[src/rtl/spi_apb_master_if.sv]
// APB bus between the SPI bridge (master) and the GPIO expander register block (slave).
interface spi_apb_master_if #(
  parameter int ADDR_WIDTH = 3
);
  logic                  psel;
  logic                  penable;
  logic                  pwrite;
  logic [ADDR_WIDTH-1:0] paddr;
  logic [7:0]            pwdata;
  logic [7:0]            prdata;
  logic                  pready;

  modport master (
    output psel, penable, pwrite, paddr, pwdata,
    input  prdata, pready
  );

  modport slave (
    input  psel, penable, pwrite, paddr, pwdata,
    output prdata, pready
  );
endinterface

[src/rtl/spi_apb_master.sv]
// SPI mode-0 slave to APB master bridge: each 16-bit frame becomes one APB read or write.
// Define SPI_APB_TIMEOUT_EN to abandon ACCESS after TIMEOUT_CYCLES without pready.
module spi_apb_master #(
  parameter int         ADDR_WIDTH     = 3,
  parameter int         TIMEOUT_CYCLES = 16,
  parameter logic [7:0] ERR_BYTE       = 8'hFF
) (
  input  logic pclk,
  input  logic presetn,
  input  logic sclk,
  input  logic cs_n,
  input  logic mosi,
  output logic miso,
  output logic busy,
  output logic err,
  output logic frame_done,
  spi_apb_master_if.master apb
);

  // state     | meaning
  // IDLE      | waiting for cs_n fall
  // CMD       | shifting command byte
  // RD_SETUP  | APB read, setup phase
  // RD_ACCESS | APB read, waiting for pready
  // DATA      | shifting second byte
  // WR_SETUP  | APB write, setup phase
  // WR_ACCESS | APB write, waiting for pready
  // WAIT_CS   | frame complete, waiting for cs_n rise
  typedef enum logic [2:0] {
    IDLE, CMD, RD_SETUP, RD_ACCESS, DATA, WR_SETUP, WR_ACCESS, WAIT_CS
  } state_t;

  if (TIMEOUT_CYCLES < 1) begin : g_bad_timeout
    $error("spi_apb_master: TIMEOUT_CYCLES must be at least 1");
  end
  if (ADDR_WIDTH < 1 || ADDR_WIDTH > 7) begin : g_bad_addr
    $error("spi_apb_master: ADDR_WIDTH must be 1..7");
  end

  state_t      state;
  logic [1:0]  sclk_q, cs_q, mosi_q;
  logic        sclk_d, cs_d;
  logic        sclk_rise, sclk_fall, cs_rise, cs_fall, mosi_s;
  logic [4:0]  bit_cnt;
  logic [7:0]  rx_shift, tx_shift;
  logic        rd_frame, abort;
  logic        in_frame, tmo_hit, acc_end;
  logic [7:0]  rd_data;

  // cs_n synchroniser resets high so leaving reset never looks like a frame start
  always_ff @(posedge pclk or negedge presetn) begin
    if (!presetn) begin
      sclk_q <= 2'b00;
      cs_q   <= 2'b11;
      mosi_q <= 2'b00;
      sclk_d <= 1'b0;
      cs_d   <= 1'b1;
    end else begin
      sclk_q <= {sclk_q[0], sclk};
      cs_q   <= {cs_q[0], cs_n};
      mosi_q <= {mosi_q[0], mosi};
      sclk_d <= sclk_q[1];
      cs_d   <= cs_q[1];
    end
  end

  assign sclk_rise = sclk_q[1] & ~sclk_d;
  assign sclk_fall = ~sclk_q[1] & sclk_d;
  assign cs_fall   = ~cs_q[1] & cs_d;
  assign cs_rise   = cs_q[1] & ~cs_d;
  assign mosi_s    = mosi_q[1];

  assign in_frame = (state == CMD) || (state == RD_SETUP) ||
                    (state == RD_ACCESS) || (state == DATA);

`ifdef SPI_APB_TIMEOUT_EN
  localparam int TMO_W = (TIMEOUT_CYCLES > 1) ? $clog2(TIMEOUT_CYCLES) : 1;
  logic [TMO_W-1:0] tmo_cnt;

  always_ff @(posedge pclk or negedge presetn) begin
    if (!presetn) begin
      tmo_cnt <= '0;
    end else if (state == RD_SETUP || state == WR_SETUP) begin
      tmo_cnt <= TMO_W'(TIMEOUT_CYCLES - 1);
    end else if ((state == RD_ACCESS || state == WR_ACCESS) && tmo_cnt != '0) begin
      tmo_cnt <= tmo_cnt - TMO_W'(1);
    end
  end

  assign tmo_hit = (tmo_cnt == '0) && !apb.pready;
`else
  assign tmo_hit = 1'b0;
`endif

  assign acc_end = apb.pready || tmo_hit;
  assign rd_data = tmo_hit ? ERR_BYTE : apb.prdata;
  assign miso    = rd_frame & tx_shift[7];

  always_ff @(posedge pclk or negedge presetn) begin
    if (!presetn) begin
      state       <= IDLE;
      bit_cnt     <= '0;
      rx_shift    <= '0;
      tx_shift    <= '0;
      rd_frame    <= 1'b0;
      abort       <= 1'b0;
      busy        <= 1'b0;
      err         <= 1'b0;
      frame_done  <= 1'b0;
      apb.psel    <= 1'b0;
      apb.penable <= 1'b0;
      apb.pwrite  <= 1'b0;
      apb.paddr   <= '0;
      apb.pwdata  <= '0;
    end else begin
      frame_done <= 1'b0;

      if (sclk_rise && in_frame && bit_cnt != 5'd16) begin
        rx_shift <= {rx_shift[6:0], mosi_s};
        bit_cnt  <= bit_cnt + 5'd1;
        // host is about to sample byte1 bit 7 before read data arrived
        if (bit_cnt == 5'd8 && (state == RD_SETUP || state == RD_ACCESS))
          err <= 1'b1;
      end

      if (sclk_fall && rd_frame && bit_cnt >= 5'd9 && bit_cnt <= 5'd15)
        tx_shift <= {tx_shift[6:0], 1'b0};

      case (state)
        IDLE: begin
          if (cs_fall) begin
            state    <= CMD;
            bit_cnt  <= '0;
            rx_shift <= '0;
            tx_shift <= '0;
            rd_frame <= 1'b0;
            abort    <= 1'b0;
            err      <= 1'b0;
            busy     <= 1'b1;
          end
        end
        CMD: begin
          if (cs_rise) begin
            state <= IDLE;
            busy  <= 1'b0;
          end else if (bit_cnt == 5'd8) begin
            apb.paddr <= rx_shift[ADDR_WIDTH-1:0];
            if (rx_shift[7]) begin
              state <= DATA;
            end else begin
              state      <= RD_SETUP;
              rd_frame   <= 1'b1;
              apb.psel   <= 1'b1;
              apb.pwrite <= 1'b0;
            end
          end
        end
        RD_SETUP: begin
          if (cs_rise) abort <= 1'b1;
          apb.penable <= 1'b1;
          state       <= RD_ACCESS;
        end
        RD_ACCESS: begin
          if (cs_rise) abort <= 1'b1;
          if (acc_end) begin
            apb.psel    <= 1'b0;
            apb.penable <= 1'b0;
            tx_shift    <= rd_data;
            if (tmo_hit) err <= 1'b1;
            if (abort || cs_rise) begin
              state    <= IDLE;
              busy     <= 1'b0;
              rd_frame <= 1'b0;
            end else begin
              state <= DATA;
            end
          end
        end
        DATA: begin
          if (cs_rise) begin
            state    <= IDLE;
            busy     <= 1'b0;
            rd_frame <= 1'b0;
          end else if (bit_cnt == 5'd16) begin
            if (rd_frame) begin
              state      <= WAIT_CS;
              rd_frame   <= 1'b0;
              frame_done <= 1'b1;
            end else begin
              state      <= WR_SETUP;
              apb.psel   <= 1'b1;
              apb.pwrite <= 1'b1;
              apb.pwdata <= rx_shift;
            end
          end
        end
        WR_SETUP: begin
          if (cs_rise) abort <= 1'b1;
          apb.penable <= 1'b1;
          state       <= WR_ACCESS;
        end
        WR_ACCESS: begin
          if (cs_rise) abort <= 1'b1;
          if (acc_end) begin
            apb.psel    <= 1'b0;
            apb.penable <= 1'b0;
            if (tmo_hit) err <= 1'b1;
            if (abort || cs_rise) begin
              state <= IDLE;
              busy  <= 1'b0;
            end else begin
              state      <= WAIT_CS;
              frame_done <= 1'b1;
            end
          end
        end
        WAIT_CS: begin
          if (cs_rise) begin
            state <= IDLE;
            busy  <= 1'b0;
          end
        end
        default: begin
          state <= IDLE;
          busy  <= 1'b0;
        end
      endcase
    end
  end

endmodule

[src/flat_wrapper.sv]
// flat-port wrapper written by rule: the top's interface ports become plain ports
module spi_apb_master_flat 
#(
  parameter int         ADDR_WIDTH     = 3,
  parameter int         TIMEOUT_CYCLES = 16,
  parameter logic [7:0] ERR_BYTE       = 8'hFF
)
  (pclk, presetn, sclk, cs_n, mosi, miso, busy, err, frame_done, apb_psel, apb_penable, apb_pwrite, apb_paddr, apb_pwdata, apb_prdata, apb_pready);
  spi_apb_master_if #(.ADDR_WIDTH(ADDR_WIDTH)) apb_i ();
  input  logic pclk;
  input  logic presetn;
  input  logic sclk;
  input  logic cs_n;
  input  logic mosi;
  output logic miso;
  output logic busy;
  output logic err;
  output logic frame_done;
  output wire logic [$bits(apb_i.psel)-1:0] apb_psel;
  output wire logic [$bits(apb_i.penable)-1:0] apb_penable;
  output wire logic [$bits(apb_i.pwrite)-1:0] apb_pwrite;
  output wire logic [$bits(apb_i.paddr)-1:0] apb_paddr;
  output wire logic [$bits(apb_i.pwdata)-1:0] apb_pwdata;
  input wire logic [$bits(apb_i.prdata)-1:0] apb_prdata;
  input wire logic [$bits(apb_i.pready)-1:0] apb_pready;
  assign apb_psel = apb_i.psel;
  assign apb_penable = apb_i.penable;
  assign apb_pwrite = apb_i.pwrite;
  assign apb_paddr = apb_i.paddr;
  assign apb_pwdata = apb_i.pwdata;
  assign apb_i.prdata = apb_prdata;
  assign apb_i.pready = apb_pready;
  spi_apb_master #(.ADDR_WIDTH(ADDR_WIDTH), .TIMEOUT_CYCLES(TIMEOUT_CYCLES), .ERR_BYTE(ERR_BYTE)) u_core (.pclk(pclk), .presetn(presetn), .sclk(sclk), .cs_n(cs_n), .mosi(mosi), .miso(miso), .busy(busy), .err(err), .frame_done(frame_done), .apb(apb_i));
endmodule
[config.mk]
export PLATFORM = sky130hd
export DESIGN_NAME = spi_apb_master_flat
export DESIGN_NICKNAME = d
export VERILOG_FILES = /design/src/rtl/spi_apb_master_if.sv /design/src/rtl/spi_apb_master.sv /design/src/flat_wrapper.sv
export SDC_FILE = /design/constraint.sdc
export NUM_CORES = 1
export LEC_CHECK = 0
export BUFFER_PORTS_ARGS = -buffer_cell sky130_fd_sc_hd__buf_2
export CAP_MARGIN = 20
export CORE_MARGIN = 2
export CORE_UTILIZATION = 61
export DETAILED_ROUTE_END_ITERATION = 16
export PLACE_DENSITY_LB_ADDON = 0.15
export SLEW_MARGIN = 40
export SYNTH_ARGS = -nofsm -noshare
export SYNTH_HDL_FRONTEND = slang
export SYNTH_SLANG_ARGS = --single-unit
[constraint.sdc]
create_clock -name pclk -period 3.3 [get_ports pclk]
set_clock_uncertainty 0.15 [all_clocks]
set_input_delay 0.495 -clock pclk [delete_from_list [all_inputs] [get_ports pclk]]
set_output_delay 0.495 -clock pclk [all_outputs]
set_load 0.03 [all_outputs]
==> implementation parameters, run 1 <==
Parameter                              Value

Setup path
  Max FO, Critical Path ... 10
  Origin of the worst setup path ... u_core.bit_cnt[0]
  Worst flop-to-flop path startpoint ... u_core.bit_cnt[0]
  Kind of critical path ... reg2reg
  Worst-case register-to-register setup slack ... 870 ps
  Setup crit end kind ... flop
  Endpoint of the most critical setup path ... u_core.apb.pwdata[4]
  Data arrival at the endpoint of the critical path ... 2470 ps
  WP data required ... 3340 ps
  Capture point of the worst reg-to-reg path ... u_core.apb.pwdata[4]
  Critical path launch point type ... flop
  Cell depth of the worst flop-to-flop path ... 5

Yosys
  Number of library cell types mapped by synthesis ... 57
  Multiplexer fraction of the synthesized cell area ... 13.9%
  Most used flip-flop cell after synthesis ... sky130_fd_sc_hd__dfrtp_1
  Number of register bits inferred by synthesis ... 51
  Synth top area cells ... sky130_fd_sc_hd__dfrtp_1 (48%), sky130_fd_sc_hd__mux2i_1 (7.3%), sky130_fd_sc_hd__mux2_4 (4.8%), sky130_fd_sc_hd__dfstp_2 (3.2%), sky130_fd_sc_hd__nor2_1 (3.2%)
  Warnings, synthesis ... 0
  Post-synthesis area per instance ... 11.0 um2
  Synthesized-area fraction occupied by and/or/nand/nor cells ... 14.8%
  EDFF count, synth ... 0
  Xor-xnor portion of the synthesized cell area ... 1.06%
  Yosys top cell area share ... 48.4%
  Portion of the post-synthesis area used by sequential elements ... 51.5%
  Largest family of logic cells by synthesized area ... simple AND/OR/NAND/NOR gates
  Net Count, Synth ... 243
  Fraction of registers with async set or reset after synthesis ... 100%
  Adder and majority cell fraction of the synthesized area ... 2.02%
  Most area-hungry cell type in the Yosys netlist ... sky130_fd_sc_hd__dfrtp_1
  Cell area after synthesis ... 0.00248 mm2
  Synthesized netlist cell count ... 225
  Compound-gate portion of the synthesized area ... 13.1%

Timing
  Slew at the pin closest to its max-slew limit ... 795 ps
  Final Slew Violations ... 0
  Post-Route Setup TNS ... 0 ps
  Worst hold margin ... 64.6 ps
  Setup repair after global routing missed its margin ... no
  Final number of hold-violating endpoints ... 0
  Maximum achievable frequency ... 411 MHz
  Final worst path period need ... 2430 ps
  Crit share post-route ... 73.8%
  Final setup violation count ... 0
  Setup ws final ... 866 ps
  Max-slew headroom at the worst pin ... 46.9%

Clock network
  Count of hold-fix buffers inserted at cts ... 0
  Clock sink count ... 51
  Maximum buffer depth of the clock tree ... 2
  TritonCTS clock tree ... done
  Buffer cell driving the clock tree root ... sky130_fd_sc_hd__clkbuf_8
  Clk pin slew, worst setup/hold paths ... 90 ps
  Htree depth ... 2
  Gates resized, CTS repair ... 0
  Number of clock buffers inserted by TritonCTS ... 5
  Worst-Skew Late Latency ... 300 ps
  Post-CTS Setup Inserts ... 0

Placed design
  Final weighted congestion in routability-driven placement ... 0.883
  Detailed Place HPWL ... 3290 um
  Post-Place Setup Slack ... 871 ps
  Total placed instance area ... 0.00268 mm2
  PortBufs ... 31

Global routing
  Antenna violations before repair ... 0
  Residual overflow from global routing ... 0
  Overall routing resource usage ... 23.8%
  Vias in the first global route ... 1661
  Maximum number of pins on one net before global-route repair ... 52
  Wire length of the first global-routing pass ... 8020 um

Detailed routing
  Vias per cell ... 5.81
  Remaining number of nets flagged by the antenna check after routing ... 0
  Detailed router's first-iteration violation count ... 268
  Total Wirelength ... 4820 um
  Routed wire length per instance ... 15.7 um
  Router iterations before antenna repair ... 5
  Total number of vias ... 1791
  Residual DRC count ... 0

Job
  Total of max-cap violations ... 0

Outcome
  Status ... complete, no violations

Die
  Die extent in y ... 67.8 um
  Initial standard-cell utilization of the core ... 62.5%
  Die area ... 0.00460 mm2
  Width of the die ... 67.8 um
  Num rows ... 23
  Top-level I/O count ... 32
  Area inside the core boundary ... 0.00397 mm2

Layout
  Layout cells sized above 1 ... 24.8%
  Diode count ... 0
  Commonest non-fill, non-tap cell in the layout ... sky130_fd_sc_hd__dfrtp_1
  Finished layout cell area ... 0.00278 mm2
  Area grow syn2layout ... 12.0%
  Commonest non-fill, non-tap cells in the layout ... sky130_fd_sc_hd__dfrtp_1 (48), sky130_fd_sc_hd__buf_2 (30), sky130_fd_sc_hd__nor2_1 (21)
  Net count of the finished layout ... 275

Power and ir drop
  Pwr/cell area ... 841 mW/mm2
  Tot Pwr ... 2.34 mW
  LEAKAGE ... 1.38 nW
  Maximum ir drop on the vdd rail ... 396 uV

Worst hold path
  Worst hold path class ... in2async
-- critical path, stage by stage, from the launching register on --
cell	delay, ps
sky130_fd_sc_hd__dfrtp_1	420
sky130_fd_sc_hd__inv_1	140
sky130_fd_sc_hd__ha_1	210
sky130_fd_sc_hd__nand4bb_1	190
sky130_fd_sc_hd__or4_1	810
sky130_fd_sc_hd__mux2_4	410
-- cells by family (layout without fill, tap and decap cells) --
logic type,Yosys count,in the layout
simple gates,68,68
flops,51,51
compound gates,50,50
mux,30,30
buf+inv,19,52
fa+ha+maj,4,4
xor+xnor,3,3
-- through the flow --
step                      util [%]  std cells
after floorplan                  -        225
after global placement        67.4        300
after detailed placement      67.5        300
after CTS                     70.1        308
after global routing          70.1        308
final                         70.1        308
-- where the power goes --
part | internal [mW] | switching, mW
Combinational | 0.408 | 0.560
Clock | 0.191 | 0.196
Sequential | 0.804 | 0.180
Total | 1.40 | 0.936
-- routing by layer --
metal	up-vias	global-route usage, %	part of all wire [%]
li1	864	-	-
met1	864	34.2	45
met2	61	36.9	48
met3	2	5.26	5.7
met4	0	6.50	0.48
met5	-	0	0
-- how the worst min path moves through the flow --
stage                                  end  slack (ps)  cells after the start
after floorplan               u_core.abort          50                      0
after detailed placement  u_core.sclk_q[1]         190                      0
after global placement    u_core.sclk_q[1]         190                      0
after global routing          u_core.abort         110                      1
after CTS                     u_core.abort          80                      1
final                         u_core.abort          60                      1
-- cell usage after synthesis (3+ instances only) --
library cell	instances
sky130_fd_sc_hd__nor2b_1	3
sky130_fd_sc_hd__a21oi_1	10
sky130_fd_sc_hd__or3_1	3
sky130_fd_sc_hd__o21ai_1	8
sky130_fd_sc_hd__nand2_1	16
sky130_fd_sc_hd__mux2i_1	18
sky130_fd_sc_hd__clkbuf_1	5
sky130_fd_sc_hd__mux2_4	8
sky130_fd_sc_hd__dfrtp_1	48
sky130_fd_sc_hd__o21ai_0	7
sky130_fd_sc_hd__nand3_1	3
sky130_fd_sc_hd__mux2_2	3
sky130_fd_sc_hd__nor2_1	21
sky130_fd_sc_hd__ha_1	4
sky130_fd_sc_hd__inv_1	9
sky130_fd_sc_hd__dfstp_2	3
-- sequential cells by signal, summed over array words and instances, names as in the netlist, 2 cells and up --
register and cells:
u_core.rx_shift 8, u_core.state 3, u_core.apb.pwdata 8, u_core.tx_shift 8
u_core.cs_q 2, u_core.sclk_q 2, u_core.bit_cnt 5, u_core.mosi_q 2
u_core.apb.paddr 3
-- cell type report --
type / instances / area (um2)
Timing Repair Buffer: 35 / 188
Clock inverter: 1 / 7.51
Tap cell: 50 / 62.6
Fill cell: 312 / 1190
Clock buffer: 7 / 96.3
Inverter: 9 / 33.8
Sequential cell: 51 / 1280
Multi-Input combinational cell: 155 / 1110
Note: power is estimated with default switching activity, not from simulation.
==> run 2: changes to the inputs <==
CORE_UTILIZATION = 57   (was 61)
clock period = 2.53 ns   (was 3.3 ns; I/O delays follow)
==> run 2 against run 1 <==
Hold slack got worse by 42 ps. Fmax rose by 7.2%. Via count rose by 1.0%. Final cell count rose by 3.6%. Flip-flop and latch count did not move. Register-to-register slack got worse by 610 ps. Power rose by 31%. Die area rose by 6.6%. Global-route usage fell by 3.3 points. Critical path type unchanged. Largest power group unchanged.
==> implementation parameters, run 2 (synthesis results as in run 1) <==
Parameter                              Value

Outcome
  Status ... complete, no violations (unchanged)

Global routing
  Vias in the first global route ... 1658 (was 1661)
  Residual overflow from global routing ... 0 (unchanged)
  Maximum number of pins on one net before global-route repair ... 32 (was 52)
  Overall routing resource usage ... 20.6% (was 23.8%)
  Wire length of the first global-routing pass ... 8060 um (was 8020 um)
  Antenna violations before repair ... 0 (unchanged)

Timing
  Final number of hold-violating endpoints ... 0 (unchanged)
  Final setup violation count ... 0 (unchanged)
  Slew at the pin closest to its max-slew limit ... 677 ps (was 795 ps)
  Final worst path period need ... 2270 ps (was 2430 ps)
  Max-slew headroom at the worst pin ... 54.9% (was 46.9%)
  Post-Route Setup TNS ... 0 ps (unchanged)
  Setup repair after global routing missed its margin ... no (unchanged)
  Final Slew Violations ... 0 (unchanged)
  Maximum achievable frequency ... 440 MHz (was 411 MHz)
  Crit share post-route ... 89.8% (was 73.8%)

Power and ir drop
  Maximum ir drop on the vdd rail ... 608 uV (was 396 uV)
  LEAKAGE ... 1.43 nW (was 1.38 nW)
  Pwr/cell area ... 1070 mW/mm2 (was 841 mW/mm2)

Placed design
  Detailed Place HPWL ... 3280 um (was 3290 um)
  Placed Cells ... 309 (was 300)
  Final weighted congestion in routability-driven placement ... 0.930 (was 0.883)
  PortBufs ... 31 (unchanged)

Setup path
  Critical Path Slowest Stage Cell ... sky130_fd_sc_hd__dfrtp_1 (was sky130_fd_sc_hd__or4_1)
  Worst path cell trace ... inv_1 > ha_1 > and4bb_1 > or4_1 > o211ai_1 > a22o_1 > mux2_1 (was inv_1 > ha_1 > nand4bb_1 > or4_1 > mux2_4)
  Max FO, Critical Path ... 4 (was 10)
  Maximum single-stage delay on the critical path ... 400 ps (was 810 ps)
  Cell family with the largest share of critical-path delay ... simple AND/OR/NAND/NOR gates (unchanged)
  Worst path buffer plus inverter count ... 1 (unchanged)
  Critical path launch point type ... flop (unchanged)
  WP data required ... 2590 ps (was 3340 ps)
  Setup crit end kind ... flop (unchanged)
  Kind of critical path ... reg2reg (unchanged)
  Data arrival at the endpoint of the critical path ... 2330 ps (was 2470 ps)

Layout
  Number of fillers in the final layout ... 335 (was 312)
  Non-filler instance count after layout ... 319 (was 308)
  Net count of the finished layout ... 284 (was 275)
  Commonest non-fill, non-tap cells in the layout ... sky130_fd_sc_hd__dfrtp_1 (48), sky130_fd_sc_hd__buf_2 (31), sky130_fd_sc_hd__nor2_1 (21) (was sky130_fd_sc_hd__dfrtp_1 (48), sky130_fd_sc_hd__buf_2 (30), sky130_fd_sc_hd__nor2_1 (21))
  Commonest non-fill, non-tap cell in the layout ... sky130_fd_sc_hd__dfrtp_1 (unchanged)
  Registers with the most flip-flops ... u_core.apb.pwdata (8), u_core.rx_shift (8), u_core.tx_shift (8) (unchanged)
  Layout cells sized above 1 ... 26.6% (was 24.8%)
  Area grow syn2layout ... 14.7% (was 12.0%)
  Diode count ... 0 (unchanged)

Worst hold path
  Worst hold path class ... in2reg (was in2async)

Detailed routing
  Vias per cell ... 5.67 (was 5.81)
  Remaining number of nets flagged by the antenna check after routing ... 0 (unchanged)
  Routed wire length per instance ... 14.7 um (was 15.7 um)
  Detailed router's first-iteration violation count ... 128 (was 268)
  Residual DRC count ... 0 (unchanged)
  Total number of vias ... 1809 (was 1791)
  Total Wirelength ... 4700 um (was 4820 um)
  Router iterations before antenna repair ... 4 (was 5)

Clock network
  Post-CTS Setup Inserts ... 0 (unchanged)
  Htree depth ... 2 (unchanged)
  Gates resized, CTS repair ... 0 (unchanged)
  Count of hold-fix buffers inserted at cts ... 2 (was 0)
  Worst-Skew Late Latency ... 310 ps (was 300 ps)
  Maximum buffer depth of the clock tree ... 2 (unchanged)
  TritonCTS clock tree ... done (unchanged)
  Clk pin slew, worst setup/hold paths ... 100 ps (was 90 ps)
  Buffer cell driving the clock tree root ... sky130_fd_sc_hd__clkbuf_8 (unchanged)
  Clock sink count ... 51 (unchanged)
  Number of clock buffers inserted by TritonCTS ... 5 (unchanged)

Die
  Area inside the core boundary ... 0.00426 mm2 (was 0.00397 mm2)
  Top-level I/O count ... 32 (unchanged)
  Width of the die ... 70.0 um (was 67.8 um)
  Num rows ... 24 (was 23)
  Initial standard-cell utilization of the core ... 58.2% (was 62.5%)
  Die area ... 0.00490 mm2 (was 0.00460 mm2)
  Die extent in y ... 70.0 um (was 67.8 um)

Job
  Total of max-cap violations ... 0 (unchanged)
run 2: cell types whose count changed in the layout (fill, tap and decap cells not counted):
cell,change
sky130_fd_sc_hd__dlygate4sd3_1,+2
sky130_fd_sc_hd__buf_2,+1
sky130_fd_sc_hd__inv_8,+1
sky130_fd_sc_hd__buf_4,+6
sky130_fd_sc_hd__clkinvlp_4,-1
sky130_fd_sc_hd__clkinv_4,+2
sky130_fd_sc_hd__clkbuf_8,-2
run 2: final cells by class:
cell class	count	area [um2]	area share [%]
repair buffers	44	258	9.05
clock buffers	5	68.8	2.42
well taps	52	65.1	2.28
multi-input cells	155	1110	39.1
clock inverters	3	28.8	1.01
inverters	9	33.8	1.19
flip-flops and latches	51	1280	44.9
run 2: final timing paths:
kind                                         from                   to  slack [ps]  depth (start not counted)
worst min register to register   u_core.sclk_q[0]     u_core.sclk_q[1]         200                          0
max in group asynchronous                 presetn  u_core.apb.paddr[2]        1130                          3
worst min-delay path                         sclk     u_core.sclk_q[0]          20                          1
worst max-delay path            u_core.bit_cnt[0]      u_core.state[0]         260                          7
worst max register to register  u_core.bit_cnt[0]      u_core.state[0]         260                          7
min in group asynchronous                 presetn   u_core.apb.penable         470                          2
run 2: per-stage QoR:
step	cell area [um2]	hold WS, ps	setup WS [ps]	total power [mW]	utilization (%)
2_1_floorplan	2480	-66.1	380	2.22	-
3_3_place_gp	2730	183	330	2.54	64.1
3_5_place_dp	2730	186	263	2.57	64.1
4_1_cts	2850	13.5	265	3.08	66.8
5_1_grt	2850	4.61	145	3.28	66.8
6_report	2850	22.5	259	3.06	66.8
run 2: power by group:
group | leakage [nW] | internal [mW] | total [mW] | switching [mW]
Sequential | 0.658 | 1.05 | 1.28 | 0.236
Clock | 0.0502 | 0.205 | 0.493 | 0.288
Combinational | 0.719 | 0.559 | 1.28 | 0.725
run 2: layer usage:
| layer | global-route usage [%] | wire [um] | vias up |
|---|---|---|---|
| met1 | 30.0 | 2210 | 864 |
| met2 | 31.3 | 2190 | 53 |
| met5 | 0 | 0 | - |
| met3 | 4.47 | 259 | 5 |
| li1 | - | - | 887 |
| met4 | 5.77 | 45 | 0 |
run 2: worst register-to-register path, stage by stage, from the launching register on:
cell and delay [ps]:
sky130_fd_sc_hd__dfrtp_1 400, sky130_fd_sc_hd__inv_1 110, sky130_fd_sc_hd__ha_1 230, sky130_fd_sc_hd__and4bb_1 230
sky130_fd_sc_hd__or4_1 400, sky130_fd_sc_hd__o211ai_1 100, sky130_fd_sc_hd__a22o_1 220, sky130_fd_sc_hd__mux2_1 330
